$ cat config.mk
export PLATFORM = sky130hd
export DESIGN_NAME = time_set_ctrl
export DESIGN_NICKNAME = d
export VERILOG_FILES = /design/src/rtl/clock_pkg.sv /design/src/rtl/btn_debounce.sv /design/src/rtl/time_set_ctrl.sv
export SDC_FILE = /design/constraint.sdc
export NUM_CORES = 1
export LEC_CHECK = 0
export ABC_AREA = 0
export CORE_MARGIN = 2
export CORE_UTILIZATION = 50
export DETAILED_ROUTE_END_ITERATION = 16
export GPL_ROUTABILITY_DRIVEN = 0
export PLACE_DENSITY = 0.79
export SYNTH_ARGS = -nofsm -noshare
export SYNTH_HDL_FRONTEND = slang
export SYNTH_SLANG_ARGS = --single-unit
$ cat constraint.sdc
create_clock -name clk_100MHz -period 3.55 [get_ports clk_100MHz]
set_input_delay 0.5325 -clock clk_100MHz [delete_from_list [all_inputs] [get_ports clk_100MHz]]
set_output_delay 0.5325 -clock clk_100MHz [all_outputs]
set_load 0.01 [all_outputs]
$ cat src/rtl/clock_pkg.sv
// rtl/clock_pkg.sv - shared FSM encodings, time limits, reset time and digit-advance helpers
package clock_pkg;

    localparam logic [1:0] ST_RUN      = 2'd0;
    localparam logic [1:0] ST_SET_HRS  = 2'd1;
    localparam logic [1:0] ST_SET_MINS = 2'd2;

    localparam logic [5:0] SEC_MAX       = 6'd59;
    localparam logic [2:0] MIN_TENS_MAX  = 3'd5;
    localparam logic [3:0] DIGIT_MAX     = 4'd9;
    localparam logic [2:0] HRS_TENS_MAX  = 3'd1;
    localparam logic [3:0] HRS_ONES_MAX  = 4'd2;
    localparam logic [3:0] HRS_ONES_MIN  = 4'd1;

    localparam logic [2:0] RST_HRS_TENS  = 3'd1;
    localparam logic [3:0] RST_HRS_ONES  = 4'd2;
    localparam logic [2:0] RST_MINS_TENS = 3'd0;
    localparam logic [3:0] RST_MINS_ONES = 4'd0;

    typedef struct packed {
        logic [2:0] hrs_tens;
        logic [3:0] hrs_ones;
        logic [2:0] mins_tens;
        logic [3:0] mins_ones;
    } time_t;

    localparam time_t RST_TIME = '{RST_HRS_TENS, RST_HRS_ONES, RST_MINS_TENS, RST_MINS_ONES};

    function automatic logic mins_at_max(input time_t t);
        return (t.mins_tens == MIN_TENS_MAX) && (t.mins_ones == DIGIT_MAX);
    endfunction

    // 12 wraps to 1, 9 carries into the tens digit.
    function automatic time_t next_hour(input time_t t);
        time_t r;
        r = t;
        if (t.hrs_tens == HRS_TENS_MAX && t.hrs_ones == HRS_ONES_MAX) begin
            r.hrs_tens = 3'd0;
            r.hrs_ones = HRS_ONES_MIN;
        end else if (t.hrs_ones == DIGIT_MAX) begin
            r.hrs_tens = t.hrs_tens + 3'd1;
            r.hrs_ones = 4'd0;
        end else begin
            r.hrs_ones = t.hrs_ones + 4'd1;
        end
        return r;
    endfunction

    function automatic time_t next_min(input time_t t);
        time_t r;
        r = t;
        if (t.mins_ones == DIGIT_MAX) begin
            r.mins_ones = 4'd0;
            r.mins_tens = (t.mins_tens == MIN_TENS_MAX) ? 3'd0 : t.mins_tens + 3'd1;
        end else begin
            r.mins_ones = t.mins_ones + 4'd1;
        end
        return r;
    endfunction

endpackage

$ cat src/rtl/btn_debounce.sv
// rtl/btn_debounce.sv - 2-FF synchronizer, stable-count debouncer and single-cycle press pulse
module btn_debounce #(
    parameter int DEBOUNCE_CYCLES = 1_000_000
) (
    input  logic clk,
    input  logic rst,
    input  logic btn_raw,
    output logic press
);

    localparam int CNT_W = $clog2(DEBOUNCE_CYCLES + 1);

    logic             sync1_q, sync1_d;
    logic             sync2_q, sync2_d;
    logic             level_q, level_d;
    logic             press_q, press_d;
    logic [CNT_W-1:0] cnt_q, cnt_d;

    // Level flips on the last of DEBOUNCE_CYCLES consecutive differing cycles.
    always_comb begin
        sync1_d = btn_raw;
        sync2_d = sync1_q;
        level_d = level_q;
        cnt_d   = '0;
        press_d = 1'b0;
        if (sync2_q != level_q) begin
            if (cnt_q == CNT_W'(DEBOUNCE_CYCLES - 1)) begin
                level_d = sync2_q;
                press_d = sync2_q;
            end else begin
                cnt_d = cnt_q + CNT_W'(1);
            end
        end
    end

    always_ff @(posedge clk or posedge rst) begin
        if (rst) begin
            sync1_q <= 1'b0;
            sync2_q <= 1'b0;
            level_q <= 1'b0;
            press_q <= 1'b0;
            cnt_q   <= '0;
        end else begin
            sync1_q <= sync1_d;
            sync2_q <= sync2_d;
            level_q <= level_d;
            press_q <= press_d;
            cnt_q   <= cnt_d;
        end
    end

    assign press = press_q;

endmodule

$ cat src/rtl/time_set_ctrl.sv
// rtl/time_set_ctrl.sv - 12-hour clock with two-button set FSM; TIME_SET_BLINK_EN adds set-digit blinking
module time_set_ctrl
    import clock_pkg::*;
#(
    parameter int CLK_HZ          = 100_000_000,
    parameter int DEBOUNCE_CYCLES = 1_000_000
) (
    input  logic       clk_100MHz,
    input  logic       reset,
    input  logic       btn_mode,
    input  logic       btn_inc,
    output logic [2:0] hrs_tens,
    output logic [3:0] hrs_ones,
    output logic [2:0] mins_tens,
    output logic [3:0] mins_ones,
    output logic       blank_hrs,
    output logic       blank_mins
);

    localparam int TICK_W = (CLK_HZ > 1) ? $clog2(CLK_HZ) : 1;

    logic              mode_p, inc_p;
    logic [1:0]        state_q, state_d;
    time_t             time_q, time_d;
    logic [5:0]        sec_q, sec_d;
    logic [TICK_W-1:0] tick_q, tick_d;

    btn_debounce #(.DEBOUNCE_CYCLES(DEBOUNCE_CYCLES)) u_db_mode (
        .clk     (clk_100MHz),
        .rst     (reset),
        .btn_raw (btn_mode),
        .press   (mode_p)
    );

    btn_debounce #(.DEBOUNCE_CYCLES(DEBOUNCE_CYCLES)) u_db_inc (
        .clk     (clk_100MHz),
        .rst     (reset),
        .btn_raw (btn_inc),
        .press   (inc_p)
    );

    always_comb begin
        state_d = state_q;
        time_d  = time_q;
        sec_d   = sec_q;
        tick_d  = tick_q;
        case (state_q)
            ST_RUN: begin
                if (mode_p) state_d = ST_SET_HRS;
                if (tick_q == TICK_W'(CLK_HZ - 1)) begin
                    tick_d = '0;
                    if (sec_q == SEC_MAX) begin
                        sec_d  = '0;
                        time_d = mins_at_max(time_q) ? next_hour(next_min(time_q)) : next_min(time_q);
                    end else begin
                        sec_d = sec_q + 6'd1;
                    end
                end else begin
                    tick_d = tick_q + TICK_W'(1);
                end
            end
            ST_SET_HRS: begin
                if (mode_p)     state_d = ST_SET_MINS;
                else if (inc_p) time_d  = next_hour(time_q);
            end
            ST_SET_MINS: begin
                // Leaving set mode starts the new minute from a clean zero.
                if (mode_p) begin
                    state_d = ST_RUN;
                    sec_d   = '0;
                    tick_d  = '0;
                end else if (inc_p) begin
                    time_d = next_min(time_q);
                end
            end
            default: state_d = ST_RUN;
        endcase
    end

    always_ff @(posedge clk_100MHz or posedge reset) begin
        if (reset) begin
            state_q <= ST_RUN;
            time_q  <= RST_TIME;
            sec_q   <= '0;
            tick_q  <= '0;
        end else begin
            state_q <= state_d;
            time_q  <= time_d;
            sec_q   <= sec_d;
            tick_q  <= tick_d;
        end
    end

    assign hrs_tens  = time_q.hrs_tens;
    assign hrs_ones  = time_q.hrs_ones;
    assign mins_tens = time_q.mins_tens;
    assign mins_ones = time_q.mins_ones;

`ifdef TIME_SET_BLINK_EN
    localparam int HALF_HZ = (CLK_HZ > 3) ? CLK_HZ / 2 : 2;

    logic              blink_q, blink_d;
    logic [TICK_W-1:0] blink_cnt_q, blink_cnt_d;
    logic              inc_taken;

    assign inc_taken = inc_p && !mode_p && (state_q != ST_RUN);

    // Phase restarts visible whenever the user acts, so the edited digit shows at once.
    always_comb begin
        blink_d     = blink_q;
        blink_cnt_d = blink_cnt_q;
        if (state_q == ST_RUN || state_d != state_q || inc_taken) begin
            blink_d     = 1'b0;
            blink_cnt_d = '0;
        end else if (blink_cnt_q == TICK_W'(HALF_HZ - 1)) begin
            blink_d     = ~blink_q;
            blink_cnt_d = '0;
        end else begin
            blink_cnt_d = blink_cnt_q + TICK_W'(1);
        end
    end

    always_ff @(posedge clk_100MHz or posedge reset) begin
        if (reset) begin
            blink_q     <= 1'b0;
            blink_cnt_q <= '0;
        end else begin
            blink_q     <= blink_d;
            blink_cnt_q <= blink_cnt_d;
        end
    end

    assign blank_hrs  = blink_q && (state_q == ST_SET_HRS);
    assign blank_mins = blink_q && (state_q == ST_SET_MINS);
`else
    assign blank_hrs  = 1'b0;
    assign blank_mins = 1'b0;
`endif

endmodule

### Word level (Yosys, flattened, before mapping)

Cells that the tools add are included.
W data, S select, Z words.

* flip-flop bits (word level): 97
* bits of input ports: 4
* output and inout port bits: 16
* logic and storage cells: 95

* add/sub/neg operators: 8
* equal/unequal tests: 23
* mux-type cells: 33
* bitwise gates (word level): 2
* reductions and logical operators: 12

Operators by type and width (number)
* $mux W20: 4
* $mux W14: 5
* $mux W27: 2
* $pmux W27 S2: 1
* $pmux W14 S3: 1
* $add A20 B1 Y20 const B: 2
* $eq A20 B20 Y1 const B: 2
* $add A27 B1 Y27 const B: 1
* $eq A27 B27 Y1 const B: 1
* $mux W7: 3
* $mux W6: 3
* $pmux W6 S2: 1
* $ne A2 B1 Y1 const B: 5
* $ne A2 B2 Y1 const B: 5
* $mux W3: 3
* $add A4 B1 Y4 const B: 2
* $eq A4 B4 Y1 const B: 2
* $mux W4: 2
* $reduce_and A7 Y1: 1
* $add A3 B1 Y3 const B: 2
* $add A6 B1 Y6 const B: 1
* $eq A6 B6 Y1 const B: 1
* $mux W2: 3
* $pmux W2 S3: 1
* other kinds (14): 24

### Logic depth before layout (Yosys ltp)

* depth after elaboration: 7
* depth in mapped cells: 8
* gate-level depth less buffers: 7

### Modules after synthesis

A second synthesis with hierarchy kept.

* cells, all modules: 530
* area, all modules: 5217.5 sq um

Modules (own cells, without submodules)
* time_set_ctrl: times used 1, cells an instance 314, area an instance 2840.2 sq um, sequential area each 1228.7 sq um
* btn_debounce: times used 2, cells an instance 108, area an instance 1188.6 sq um, sequential area each 600.6 sq um

### Worst setup path after synthesis

Ideal clock, no wire load.

* path kind: flip-flop to flip-flop
* start: reg state_q[0]
* end: reg time_q (netlist bit hrs_ones[0])
* library setup time: 127 ps
* arrival time: 1921 ps
* data required time: 3423 ps
* path slack: 1502 ps
* stages on the path, launching flop included: 9
* path buffers: 1
* clock period less this slack: 2048 ps
* path through: dfrtp_1 -> inv_1 -> ha_1 -> nor3b_2 -> nor2_2 -> nor4_1 -> or2_1 -> buf_4 -> mux2_1

* cells in the longest elaborated chain, start to end: 3
* elaborated cells between the ends (all ways): 12
* classes of those cells: eq/ne (7); mux (1); bitwise (1); reduce/logical (3)

Ends and longest elaborated chain
* start: declaration: line time_set_ctrl.sv:23 `logic [1:0] state_q, state_d;`
* start signal: assignment: line time_set_ctrl.sv:87 `state_q <= state_d;`
* $eq A2 B1 Y1, or another cell as far along: line time_set_ctrl.sv:47 `case (state_q)`
* $ne A2 B1 Y1 (no line), or another cell as far along
* $reduce_and A7 Y1 (no line)
* end signal: assignment: line time_set_ctrl.sv:88 `time_q <= time_d;`
* end: declaration: line time_set_ctrl.sv:24 `time_t time_q, time_d;`

Parallel ways exist; a longest one is shown, timed or not.
A chain may end at the register's enable or synchronous reset.

### Worst setup path after layout

Ends and elaborated chain as after synthesis.

==> results.yml <==
yosys:
  synth_top_family_by_area: "simple AND/OR/NAND/NOR gates"
  synthesized_area_fraction_occupied_by_adder_cells_pct: 2.212
  synth_compound_gate_area_share_pct: 8.282
  simple_gate_portion_of_the_synthesized_area_pct: 27.21
  netlist.area_leader.share_pct: 46.69
  postSynth.asyncResetShare_pct: 100.0
  post_synth.cell_area_avg_um2: 9.772
  muxShareOfSynthArea_pct: 1.352
  yosys.cell_count.top_type: "sky130_fd_sc_hd__dfrtp_1"
  synth.yosys.warnings: 0
  synthTopCellsByArea: "sky130_fd_sc_hd__dfrtp_1, sky130_fd_sc_hd__xor2_1, sky130_fd_sc_hd__nor2_1"
  netlist-cell-type-count: 69
  synth_xor_xnor_area_share_pct: 10.67
  post_synth_instance_area_um2: 5091
  gate_count_post_synth: 521
  yosys.area.top_type: "sky130_fd_sc_hd__dfrtp_1"
  synth-edff-count: 0
  synth-seq-area-share_pct: 47.73
  synth_top_cells_by_count: "sky130_fd_sc_hd__dfrtp_1, sky130_fd_sc_hd__nor2_1, sky130_fd_sc_hd__xor2_1, sky130_fd_sc_hd__nand3_1, sky130_fd_sc_hd__nand2_1"
  synth_flop_type: "sky130_fd_sc_hd__dfrtp_1"
  postSynthRegisterBits: 97
drt:
  m1WireLength_um: 4429
  post_drt_via_cell_ratio: 5.747
  dr.max_layer_used: "met4"
  met2_length_um: 4716
  vias: 3879
  drt.antenna.violating_nets: 0
  routed-wl-met3_um: 340
  drt_first_iter_violations: 149
  wl_per_cell_um: 14.22
  totalWireLength_um: 9597
  drt-pass1-iter-count: 4
  drc: 0
clock_network:
  post_cts_buffers: 0
  htreeDepth: 3
  clock-root-buffer: "sky130_fd_sc_hd__clkbuf_8"
  cts-resized-gates: 0
  tritoncts_buffers: 9
  tritoncts_clock_tree: "done"
  cts.sinks: 97
  clkLatencyLatePin_ns: 0.36
  clk_pin_slew_ns: 0.09
  holdBufCountCts: 0
  clk_path_buf_depth: 2
setup_path:
  timing.critical_path.arrival_ns: 2.87
  setup.worst_path.class: "flop to flop"
  worst-r2r-cell-count: 7
  worstPathMaxFanout: 14
  rr_endpoint: "hrs_ones[0]"
  worst_ep_required_time_ns: 3.79
  timing.reg2reg.setup_slack_ns: 0.92
  setup.worst_path.end_class: "flop"
  startpoint_type: "flop"
  crit-reg2reg-launch: "state_q[0]"
pwr:
  pwr_density_cell_nw_per_um2: 329.3
  fin_total_pwr_mw: 1.832
  power.ir.vdd_worst_v: 0.0002373
  power.static_leakage_nw: 2.382
finish:
  area.growth.synth_to_final_pct: 9.265
  finalCoreUtilization_pct: 56.65
  num-nets-final: 550
  antenna_cells: 0
  drive_above_1_share_pct: 7.934
  final-instance-count-excl-fill: 675
  register_area_um2: 2430
  multiInputGateArea_um2: 2539
  final_area_um2: 5563
  final.fill_count: 883
sta:
  clock_skew_ns: 0.007005
  fin_crit_share_pct: 74.10
  relSlewSlack_pct: 41.96
  hold_slack_ns: 0.3596
  setup_viol: 0
  minimum_period_implied_by_the_final_worst_setup_slack_ns: 2.631
  fmax_ghz: 0.3801
  setup_total_negative_slack_ns: 0
  max_slew.worst_pin.slew_ns: 0.8639
  fin_hold_viols: 0
  layout_setup_ws_ns: 0.9194
  timing.final.max_slew_violations: 0
  rsz0062_at_grt: "false"
grt:
  global_route.overflow_total: 0
  global_route_wire_length_before_repair_um: 17170
  grtUsageTotal_pct: 18.65
  grt_start_max_net_pins: 59
  antenna_violations_before_repair: 0
  grt_pass1_vias: 3818
flow_run:
  max_cap_violations: 0
floorplan:
  boundaryPins: 20
  floorplan.rows: 36
  chipWidth_um: 104.9
  die_area_um2: 11010
  chipHeight_um: 104.9
  initial_core_util_pct: 51.85
  design.core.area_um2: 9819
placed_design:
  detailed_place_hpwl_um: 6632
  port-buffer-count: 17
  dp_cell_count: 659
  detailed_place.area_um2: 5383
  pre_cts_slack_ns: 0.9990
min_path:
  hold_start: "u_db_mode.sync1_q"
  whs_endpoint: "u_db_mode.sync2_q"
  whs_path_depth: 0
  path_class_of_the_lowest_slack_min_delay_path: "flop to flop"
status:
  outcome: "finished clean"
worst max-delay path by stage:
stage	slack, ns	from	endpoint	depth (start not counted)
after floorplan	0.49	reset	hrs_ones[0]	1
after global placement	1.12	state_q[0]	hrs_ones[0]	7
after detailed placement	1.0	state_q[0]	hrs_ones[0]	7
after CTS	0.97	state_q[0]	hrs_ones[0]	7
after global routing	0.69	state_q[0]	hrs_ones[0]	7
final	0.92	state_q[0]	hrs_ones[0]	7
worst max-delay path, cell delays in order (launching register included):
cell and delay [ns]:
sky130_fd_sc_hd__dfrtp_1 0.41, sky130_fd_sc_hd__inv_1 0.09, sky130_fd_sc_hd__ha_1 0.47, sky130_fd_sc_hd__nor3b_2 0.39
sky130_fd_sc_hd__nor2_2 0.13, sky130_fd_sc_hd__nor4_1 0.37, sky130_fd_sc_hd__or2_1 0.30, sky130_fd_sc_hd__mux2_1 0.36
routing by layer:
| layer | vias up | global-route usage, % |
|---|---|---|
| met1 | 1906 | 24.27 |
| met5 | - | 0 |
| met2 | 82 | 31.91 |
| met3 | 12 | 3.182 |
| met4 | 0 | 5.619 |
| li1 | 1879 | - |
logic make-up (layout without fill, tap and decap cells):
family / Yosys count / in the layout
adders and majority gates: 9 / 9
DFF: 97 / 97
xor gates and xnor gates: 62 / 62
and+or+nand+nor: 258 / 258
buffers and inverters: 28 / 48
muxes: 6 / 6
other: 1 / 2
AOI/OAI and AO/OA: 60 / 60
final cells by class:
class / instances / share of cell area [%]
tap: 133 / 2.991
multi-input combinational: 397 / 45.64
timing repair buffer: 19 / 3.554
inverter: 13 / 0.8997
clock inverter: 4 / 0.6298
sequential: 97 / 43.68
clock buffer: 12 / 2.609
cell usage in the layout, fill, tap and decap left out, types with 7 or more instances in the layout:
master                            instances
sky130_fd_sc_hd__dfrtp_1                 95
sky130_fd_sc_hd__nor2_1                  87
sky130_fd_sc_hd__xor2_1                  45
sky130_fd_sc_hd__nand3_1                 35
sky130_fd_sc_hd__nand2_1                 32
sky130_fd_sc_hd__nand4_1                 23
sky130_fd_sc_hd__o21ai_0                 18
sky130_fd_sc_hd__xnor2_1                 17
sky130_fd_sc_hd__clkdlybuf4s50_1         17
sky130_fd_sc_hd__and3_1                  13
sky130_fd_sc_hd__inv_1                   12
sky130_fd_sc_hd__clkbuf_8                10
sky130_fd_sc_hd__ha_1                     9
sky130_fd_sc_hd__nor3_1                   8
sky130_fd_sc_hd__nor4_1                   7
state kept, by name, indices dropped and copies added (netlist names):
signal and flops:
tick_q 27, u_db_inc.cnt_q 20, u_db_mode.cnt_q 20, sec_q 6, hrs_ones 4, mins_ones 4, hrs_tens 3, mins_tens 3
state_q 2, u_db_inc.level_q 1, u_db_inc.press 1, u_db_inc.sync1_q 1, u_db_inc.sync2_q 1, u_db_mode.level_q 1, u_db_mode.press 1, u_db_mode.sync1_q 1
u_db_mode.sync2_q 1
power breakdown:
| part | switching (mW) | total, mW | leakage (nW) | internal, mW |
|---|---|---|---|---|
| clock | 0.384 | 0.667 | 0.0916 | 0.283 |
| sequential | 0.00793 | 1.12 | 1.32 | 1.11 |
| combinational | 0.0337 | 0.0457 | 0.971 | 0.0119 |
| total | 0.426 | 1.83 | 2.38 | 1.41 |
No activity file was read; power rests on OpenSTA's default activity.
